File: config.mk
export PLATFORM = sky130hd
export DESIGN_NAME = spi_master
export DESIGN_NICKNAME = d
export VERILOG_FILES = /design/src/rtl/spi_master.sv
export SDC_FILE = /design/constraint.sdc
export NUM_CORES = 1
export LEC_CHECK = 0
export CAP_MARGIN = 20
export CORE_ASPECT_RATIO = 0.5
export CORE_MARGIN = 3
export CORE_UTILIZATION = 30
export DETAILED_ROUTE_END_ITERATION = 6
export PLACE_DENSITY = 0.49
export SYNTH_ARGS = -nofsm -noshare
export SYNTH_HDL_FRONTEND = slang
export SYNTH_SLANG_ARGS = --single-unit
File: constraint.sdc
create_clock -name clk -period 2.25 [get_ports clk]
set_input_delay 0.45 -clock clk [delete_from_list [all_inputs] [get_ports clk]]
set_output_delay 0.45 -clock clk [all_outputs]
set_load 0.005 [all_outputs]
File: src/rtl/spi_master.sv
// SPI initiator for the 40-bit register-port protocol (1 rd + 7 addr + 32 data).
// Mode 0, MSB first, one CSL-framed transfer per accepted start pulse.
module spi_master #(
    parameter int CLK_DIV = 4
) (
    input  logic        clk,
    input  logic        reset,
    input  logic        start,
    input  logic        rd,
    input  logic [6:0]  addr,
    input  logic [31:0] wdat,
    output logic [31:0] rdat,
    output logic        busy,
    output logic        done,
    output logic        spi_csl,
    output logic        spi_sclk,
    output logic        spi_mosi,
    input  logic        spi_miso
);

    // state | meaning
    // IDLE  | waiting for start, CSL high, SCLK low
    // SHIFT | 40 SCLK periods; sample MISO on rise, launch MOSI on fall
    // HOLD  | one half-period with CSL still low after the last fall
    // GAP   | one half-period of CSL high before start is accepted again
    typedef enum logic [1:0] {
        IDLE,
        SHIFT,
        HOLD,
        GAP
    } state_t;

    localparam int HW = (CLK_DIV > 1) ? $clog2(CLK_DIV) : 1;
    localparam logic [HW-1:0] HALF_MAX = HW'(CLK_DIV - 1);
    localparam logic [5:0]    LAST_BIT = 6'd39;

    state_t         state, state_nxt;
    logic [HW-1:0]  half_cnt, half_nxt;
    logic [5:0]     bit_cnt, bit_nxt;
    logic [39:0]    shift, shift_nxt;
    logic           rd_q, rd_nxt;
    logic           sclk_nxt, csl_nxt, mosi_nxt, busy_nxt, done_nxt;
    logic [31:0]    rdat_nxt;
    logic           half_end;

    assign half_end = (half_cnt == HALF_MAX);

    always_ff @(posedge clk or negedge reset) begin
        if (!reset) begin
            state    <= IDLE;
            half_cnt <= '0;
            bit_cnt  <= '0;
            shift    <= '0;
            rd_q     <= 1'b0;
            spi_sclk <= 1'b0;
            spi_csl  <= 1'b1;
            spi_mosi <= 1'b0;
            busy     <= 1'b0;
            done     <= 1'b0;
            rdat     <= '0;
        end else begin
            state    <= state_nxt;
            half_cnt <= half_nxt;
            bit_cnt  <= bit_nxt;
            shift    <= shift_nxt;
            rd_q     <= rd_nxt;
            spi_sclk <= sclk_nxt;
            spi_csl  <= csl_nxt;
            spi_mosi <= mosi_nxt;
            busy     <= busy_nxt;
            done     <= done_nxt;
            rdat     <= rdat_nxt;
        end
    end

    always_comb begin
        state_nxt = state;
        half_nxt  = half_cnt;
        bit_nxt   = bit_cnt;
        shift_nxt = shift;
        rd_nxt    = rd_q;
        sclk_nxt  = spi_sclk;
        csl_nxt   = spi_csl;
        mosi_nxt  = spi_mosi;
        busy_nxt  = busy;
        done_nxt  = 1'b0;
        rdat_nxt  = rdat;

        case (state)
            IDLE: begin
                if (start) begin
                    // Read frames carry zeros in the data field.
                    shift_nxt = {rd, addr, (rd ? 32'h0 : wdat)};
                    rd_nxt    = rd;
                    mosi_nxt  = rd;
                    csl_nxt   = 1'b0;
                    sclk_nxt  = 1'b0;
                    busy_nxt  = 1'b1;
                    half_nxt  = '0;
                    bit_nxt   = '0;
                    state_nxt = SHIFT;
                end
            end

            SHIFT: begin
                if (half_end) begin
                    half_nxt = '0;
                    if (!spi_sclk) begin
                        sclk_nxt  = 1'b1;
                        shift_nxt = {shift[38:0], spi_miso};
                    end else begin
                        sclk_nxt = 1'b0;
                        if (bit_cnt == LAST_BIT) begin
                            mosi_nxt  = 1'b0;
                            state_nxt = HOLD;
                        end else begin
                            mosi_nxt = shift[39];
                            bit_nxt  = bit_cnt + 6'd1;
                        end
                    end
                end else begin
                    half_nxt = half_cnt + 1'b1;
                end
            end

            HOLD: begin
                if (half_end) begin
                    half_nxt  = '0;
                    csl_nxt   = 1'b1;
                    done_nxt  = 1'b1;
                    state_nxt = GAP;
                    if (rd_q) begin
                        rdat_nxt = shift[31:0];
                    end
                end else begin
                    half_nxt = half_cnt + 1'b1;
                end
            end

            GAP: begin
                if (half_end) begin
                    half_nxt  = '0;
                    busy_nxt  = 1'b0;
                    state_nxt = IDLE;
                end else begin
                    half_nxt = half_cnt + 1'b1;
                end
            end

            default: begin
                state_nxt = IDLE;
            end
        endcase
    end

endmodule
# Yosys cells after proc, flatten, opt, wreduce, memory -nomap -nowiden
# Index checks and enable logic that the tools add are counted.
classes:
  reduce_logical: 14
  add_sub_neg: 2
  eq_ne: 13
  n_mux: 36
ops:
  columns: ["cell", "count"]
  rows:
  - ["$mux 40", 3]
  - ["$pmux 40 s2", 1]
  - ["$mux 32", 1]
  - ["$mux 6", 4]
  - ["$mux 2", 8]
  - ["$ne 2x2->1 const B", 8]
  - ["$mux 1", 12]
  - ["$pmux 6 s2", 1]
  - ["$reduce_and 3->1", 4]
  - ["$pmux 1 s2", 4]
  - ["$pmux 2 s4", 1]
  - ["$reduce_and 4->1", 2]
  - ["$add 6x1->6 const B", 1]
  - ["$eq 2x2->1 const B", 3]
  - ["$eq 6x6->1 const B", 1]
  - ["$reduce_and 6->1", 1]
  - ["$reduce_bool 2->1", 3]
  - ["$reduce_and 5->1", 1]
  - ["$pmux 2 s2", 1]
  - ["$reduce_or 3->1", 1]
  - ["$add 2x1->2 const B", 1]
  - ["$eq 2x1->1 const B", 1]
  - ["$logic_not 2->1", 1]
  - ["$reduce_and 2->1", 1]
totals:
  output_inout_bits: 37
  elab_cells: 76
  in_bits: 44
  ff_bits: 88

# Longest topological paths before layout
# Gate-level depths: netlist of the first run.
depth:
  word_depth: 5
  mapped_depth: 8

# Least setup slack after synthesis of the first run
# OpenSTA, ideal clock, no wires.
synth_timing:
  path_type: "reg-to-reg"
  from: "register state[0]"
  to: "register bit_cnt[5]"
  arrival_time_ns: 1.740
  required_time_ns: 2.181
  path_stages_with_launch: 8
  slack_ns: 0.441
  synth_period_minus_slack_ns: 1.809
  n_path_buf: 1
  cell_sequence: "dfrtp_1 -> inv_1 -> ha_1 -> buf_4 -> mux2i_2 -> a21o_4 -> or4b_1 -> nand3_1"
synth_via:
  elab_chain_len: 3
synth_lines:
  columns: ["element", "line_no", "rtl"]
  rows:
  - ["start, declared", "37", "state_t state, state_nxt;"]
  - ["start signal, assigned", "62", "state <= state_nxt;"]
  - ["$eq 2x1->1 or $logic_not 2->1 (tied branches)", "89", "case (state)"]
  - ["$ne 2x2->1 (no line) or $reduce_bool 2->1 (tied branches)", null, null]
  - ["$reduce_and 5->1 (no line)", null, null]
  - ["end signal, assigned", "64", "bit_cnt <= bit_nxt;"]
  - ["end, declared", "39", "logic [5:0] bit_cnt, bit_nxt;"]
# Several ways; a longest one is shown, not always the timed one.
# A chain may end at the register's enable or synchronous reset.

# Final worst setup path of the first run
layout_timing:
  from: "register half_cnt[0]"
  to: "register state[1]"
layout_via:
  elab_chain_len: 3
layout_lines:
  columns: ["element", "line_no", "rtl"]
  rows:
  - ["start, declared", "38", "logic [HW-1:0] half_cnt, half_nxt;"]
  - ["start signal, assigned", "63", "half_cnt <= half_nxt;"]
  - ["$eq 2x2->1 (*)", "46", "assign half_end = (half_cnt == HALF_MAX);"]
  - ["$ne 2x2->1 (no line)", null, null]
  - ["$reduce_and 6->1 (no line) (*)", null, null]
# Mark *: on every way between the ends. The rest lies on a longest branch, timed or not.

==> results.md, run 1 <==
* Mapped Cells at 342
* Area delta synth->final at 34.8%
* Syn avg cell area at 11.2 sq um
* MaxCap Viol Count at 0
* H-tree Lvls at 3
* Final hold violations at 0
* Root buffer cell: clkbuf_16
* Gr ovfl total at 0
* Syn Nets at 392
* Fin crit share at 84.3%
* Worst Setup End Kind: register
* CTS sink count at 88
* Worst skew pair latency at 0.33 ns
* Crit-path slowest cell: o41ai_1
* Initial antenna violation count at 0
* TNS Setup at 0 ns
* Worst-path clk slew at 0.06 ns
* Die Footprint at 14,300 sq um
* Longest Clk Path Bufs at 2
* Nets at 471
* Sequential fraction of the synthesis area at 57.4%
* Min Tclk post-route at 1.90 ns
* Row count at 28
* Fmax at 0.527 GHz
* RSZ-0062 raised after global routing: false
* Worst vdd ir at 0.272 mV
* Max Slew Vio Count at 0
* Max-slew headroom at 65.1%
* Power Density at 601 nW/um^2
* DRT Wirelength at 9140 microns
* CP Buf/Inv Count at 0
* HPWL after DPL at 6170 microns
* Antenna diodes at 0
* Wirelength per Cell at 15.5 microns
* CTS tree: done
* Placed Area at 4900 sq um
* DRT antenna net count at 0
* Die width at 166 microns
* Initial Utilization at 31.6%
* Cell area after synthesis at 3840 sq um
* Cts repair resizes at 0
* CP max FO at 6
* DRC at 0
* Share of layout cells above drive strength 1 at 15.0%
* CTS Buf Count at 9
* Fillers at 1,119
* Die H at 86.0 microns
* Delay-heaviest family, CP: compound AO/OA/AOI/OAI gates
* Ys Warns at 0
* Global-route wire length before repair at 14,900 microns
* Number of port buffers at 80
* Core Footprint at 12,200 sq um
* Largest net degree at the start of global routing at 57
* RePlAce Congestion at 0.764
* Vias in the first global route at 2,900
* DR pass1 iterations at 4
* Final Cell Area at 5170 sq um
* Vias post-DR at 2,873
* Post-CTS Setup Bufs at 0
* CP max stage delay at 0.47 ns
* Arr. time, crit path at 2.11 ns
* Worst Skew at 0.00554 ns
* GRT Util Overall at 13.0%
* P_leak at 0.00233 uW
* Avg Vias per Cell at 4.86
* Worst path required time at 2.46 ns
* Post-CTS Hold Buffers at 0
* Ports at 81
* Synthesized flop and latch total at 88
* Status: finished, final reports clean
* 1st-iter DRT viols at 171
* Slew @ Worst Pin at 0.523 ns
* Worst min path class: in -> async
* Critical path startpoint category: register
* Setup Viol. Count Final at 0
* Crit-path cells: ha_1 > nand2_1 > o41ai_1 > nand3b_1 > mux2_2
* Synth cell types at 38
* Crit Path Category: reg -> reg
-- power breakdown --
| group | switching, uW | internal, uW | total [uW] |
|---|---|---|---|
| sequential | 5.30 | 1590 | 1590 |
| combinational | 52.5 | 79.0 | 131 |
| clock | 569 | 812 | 1380 |
| total | 627 | 2480 | 3110 |
-- state kept, by name, indices dropped and copies added, names as in the netlist --
signal and flops:
state 2, half_cnt 2, bit_cnt 6, rd_q 1, spi_csl 1, rdat 32
shift 40, done 1, busy 1, spi_sclk 1, spi_mosi 1
-- final timing paths --
path                                  start        to  slack [ns]  cells past startpoint
max in group asynchronous             reset   spi_csl        1.51                      2
worst min-delay path                  reset  rdat[29]         0.1                      1
worst max register to register  half_cnt[0]  state[1]        0.35                      5
worst max-delay path            half_cnt[0]  state[1]        0.35                      5
min in group clk                   spi_mosi  spi_mosi        0.49                      2
worst min register to register     spi_mosi  spi_mosi        0.49                      2
-- cell families after synthesis --
family / count (synthesis) / share of synthesized area (%)
compound gates: 94 / 15.3
fa+ha+maj: 6 / 1.96
buf+inv: 27 / 2.97
flops: 88 / 57.4
mux: 44 / 12.7
simple gates: 83 / 9.68
-- metal layers --
layer / global-route usage, % / part of all wire, %
met2: 22.3 / 50
met3: 3.22 / 3.0
met5: 0 / 0
met1: 16.7 / 47
met4: 3.17 / 0.62
-- worst register-to-register path, cell delays in order (launching register included) --
cell	delay (ns)
dfrtp_1	0.37
ha_1	0.28
nand2_1	0.17
o41ai_1	0.47
nand3b_1	0.19
mux2_2	0.30
-- per-stage QoR --
| stage | power, uW | cells | util, % | hold WS (ns) | setup WS (ns) |
|---|---|---|---|---|---|
| finish | 3110 | 591 | 42.6 | 0.0964 | 0.354 |
| global route | 3230 | 591 | 42.6 | 0.135 | 0.240 |
| CTS | 3160 | 591 | 42.6 | 0.109 | 0.373 |
| detailed placement | 1760 | 575 | 40.3 | 0.469 | 0.261 |
| global placement | 1760 | 575 | 40.3 | 0.463 | 0.297 |
| floorplan | 1630 | 342 | - | 0.154 | 0.441 |
-- final cells by class --
| cell class | count | area [sq um] | share of cell area [%] |
|---|---|---|---|
| clock buffers | 16 | 272 | 5.25 |
| inverters | 4 | 15.0 | 0.290 |
| multi-input cells | 227 | 1530 | 29.6 |
| flip-flops and latches | 88 | 2200 | 42.6 |
| well taps | 165 | 206 | 3.99 |
| repair buffers | 91 | 943 | 18.2 |
-- Yosys cell counts --
master     count  area, sq um
a21oi_1       45          225
o211ai_1       3         22.5
nand3b_1       1         7.51
buf_2          7         35.0
mux2_2        34          383
or2_2          1         6.26
mux2i_1        9         90.1
nand4b_1       1         8.76
nand3_1        6         30.0
a21oi_2        1         8.76
buf_4          1         7.51
and3_1         1         6.26
a21o_4         1         15.0
ha_1           6         75.1
nor3b_1        2         15.0
inv_1          4         15.0
nor2b_1        3         18.8
buf_1          2         7.51
o31ai_1        1         7.51
o41ai_1        1         8.76
and2_1         1         6.26
o21ai_0        6         30.0
o21ai_1        1         5.00
a31oi_1        1         6.26
dfrtp_1       87         2180
nand4_1        2         12.5
nand2_1       16         60.1
a2bb2oi_1      1         8.76
nand2b_1       1         6.26
a22o_1         2         17.5
a22oi_1       30          225
or4b_1         2         20.0
clkbuf_1      13         48.8
nor2_1        45          169
dfstp_2        1         26.3
nor3_1         1         5.00
a211oi_1       1         7.51
mux2i_2        1         13.8
-- placed cells by master, fill, tap and decap left out, types with 6 or more instances in the layout --
cell,n
a21oi_1,45
a22oi_1,30
buf_4,7
clkbuf_16,9
clkdlybuf4s50_1,79
dfrtp_1,87
mux2_2,34
mux2i_1,9
nand2_1,16
nand3_1,6
nor2_1,44
o21ai_0,6
No activity file was read; power rests on OpenSTA's default activity.
==> run 2, diff against run 1 <==
==> constraint.sdc (replaced) <==
create_clock -name clk -period 1.8 [get_ports clk]
set_input_delay 0.36 -clock clk [delete_from_list [all_inputs] [get_ports clk]]
set_output_delay 0.36 -clock clk [all_outputs]
set_load 0.005 [all_outputs]
==> results.md, run 2 (synthesized netlist as in run 1, its figures left out) <==
* DRT Wirelength at 10,400 microns (+14%)
* Row count at 28 (unchanged)
* Worst skew pair latency at 0.33 ns (about the same)
* Longest Clk Path Bufs at 2 (unchanged)
* CP max FO at 20 (+14)
* Core Footprint at 12,200 sq um (unchanged)
* Final Total Pwr at 4320 uW (+39%)
* Fmax at 0.565 GHz (+7.1%)
* Max-slew headroom at 63.6% (-1.5 points)
* Die H at 86.0 microns (unchanged)
* Biggest registers after layout: shift (40), rdat (32), bit_cnt (6)
* Wirelength per Cell at 16.8 microns (+8.9%)
* FF+latch area at 2200 sq um (unchanged)
* Number of port buffers at 80 (unchanged)
* Worst Setup End Kind: register
* HPWL after DPL at 6740 microns (+9.1%)
* DRT antenna net count at 0 (unchanged)
* Global-route wire length before repair at 16,700 microns (+12%)
* Nets at 496 (+5.3%)
* Power Density at 743 nW/um^2 (+24%)
* Final hold violations at 0 (unchanged)
* Final Cell Area at 5820 sq um (+12%)
* Gr ovfl total at 0 (unchanged)
* Setup ws final at 0.0298 ns (-0.324 ns)
* Share of layout cells above drive strength 1 at 35.9% (+21 points)
* Root buffer cell: clkbuf_16
* Setup Viol. Count Final at 0 (unchanged)
* Fin crit share at 98.3% (+14 points)
* P_leak at 0.00253 uW (+8.4%)
* Most common cell after layout, fill and taps aside: dfrtp_1
* Avg Vias per Cell at 4.99 (+2.6%)
* CTS Buf Count at 9 (unchanged)
* Worst Skew at 0.00719 ns (+0.00165 ns)
* Initial Utilization at 31.6% (unchanged)
* Max Slew Vio Count at 0 (unchanged)
* H-tree Lvls at 3 (unchanged)
* CTS sink count at 88 (unchanged)
* Die width at 166 microns (unchanged)
* DRC at 0 (unchanged)
* Worst path required time at 2.01 ns (-0.45 ns)
* Antenna diodes at 0 (unchanged)
* Min Tclk post-route at 1.77 ns (-0.126 ns)
* Status: finished, final reports clean
* 1st-iter DRT viols at 148 (-13%)
* Slew @ Worst Pin at 0.546 ns (+0.0227 ns)
* GRT Util Overall at 14.5% (+1.5 points)
* Crit Path Category: reg -> reg
* Worst-path clk slew at 0.07 ns (about the same)
* Initial antenna violation count at 0 (unchanged)
* Placed Area at 5070 sq um (+3.4%)
* Hold slack at 0.0103 ns (-0.0861 ns)
* Vias post-DR at 3,072 (+6.9%)
* Fillers at 1,093 (-2.3%)
* Area of the multi-input gates at 1840 sq um (+20%)
* Largest net degree at the start of global routing at 39 (-32%)
* CTS tree: done
* Area delta synth->final at 51.5%
* Commonest cells after routing, fill and taps aside: 87 x dfrtp_1, 79 x clkdlybuf4s50_1, 34 x mux2_2
* DR pass1 iterations at 4 (unchanged)
* RSZ-0062 raised after global routing: true
* Place WS at -0.0785 ns (-0.339 ns)
* Max FFs per register at 40 (unchanged)
* Vias in the first global route at 3,138 (+8.2%)
* Worst vdd ir at 0.407 mV (+50%)
* Worst min path class: in -> async
* Critical path startpoint category: register
* Arr. time, crit path at 1.98 ns (-0.13 ns)
* MaxCap Viol Count at 0 (unchanged)
* Ports at 81 (unchanged)
* Top reg by flops: shift
* RePlAce Congestion at 0.781 (+2.3%)
* Die Footprint at 14,300 sq um (unchanged)
run 2: area by class of cell:
type | count | share of cell area [%]
Sequential cell | 88 | 37.9
Multi-Input combinational cell | 227 | 31.7
Timing Repair Buffer | 116 | 20.7
Clock buffer | 9 | 3.87
Tap cell | 165 | 3.55
Clock inverter | 7 | 2.04
Inverter | 4 | 0.258
run 2: layer usage:
layer / vias to the layer above / global-route usage (%) / wire [microns]
li1: 1436 / - / -
met1: 1580 / 19.4 / 4750
met2: 48 / 24.6 / 5310
met3: 8 / 3.59 / 251
met4: 0 / 2.26 / 59
met5: - / 0 / 0
run 2: per-stage QoR:
stage,utilization (%),TNS (ns),instances
finish,47.8,0,616
global placement,41.7,-0.139,593
global route,47.8,-0.362,616
detailed placement,41.7,-1.41,593
CTS,45.7,0,615
floorplan,-,0,342
run 2: critical path: stages (launching register included):
cell and delay, ns:
dfrtp_1 0.42, inv_2 0.11, ha_4 0.18, mux2i_4 0.26, buf_6 0.15, a21oi_4 0.04, buf_12 0.15, buf_12 0.16
nor2_2 0.14, a21oi_4 0.04
run 2: power by group:
part | switching, uW | internal [uW] | total, uW
registers | 7.87 | 1990 | 1990
logic | 74.0 | 108 | 182
clock network | 785 | 1360 | 2140
total | 867 | 3450 | 4320
run 2: final timing paths:
path,slack [ns],endpoint,depth (start not counted),startpoint
max,0.03,shift[19],9,state[1]
min,0.01,bit_cnt[4],1,reset
max reg2reg,0.03,shift[19],9,state[1]
min reg2reg,0.49,half_cnt[1],2,half_cnt[1]
max in group asynchronous,1.18,shift[23],2,reset
min in group clk,0.49,half_cnt[1],2,half_cnt[1]
run 2: timing repair:
item                                    4_1_cts  5_1_grt
pin swaps                                     0        3
endpoints found under the setup margin       16       77
gates resized for setup                       7       75
buffers inserted                              4        2
cloned                                        2        0
endpoints found under the hold margin         0        0
hold buffers                                  0        0
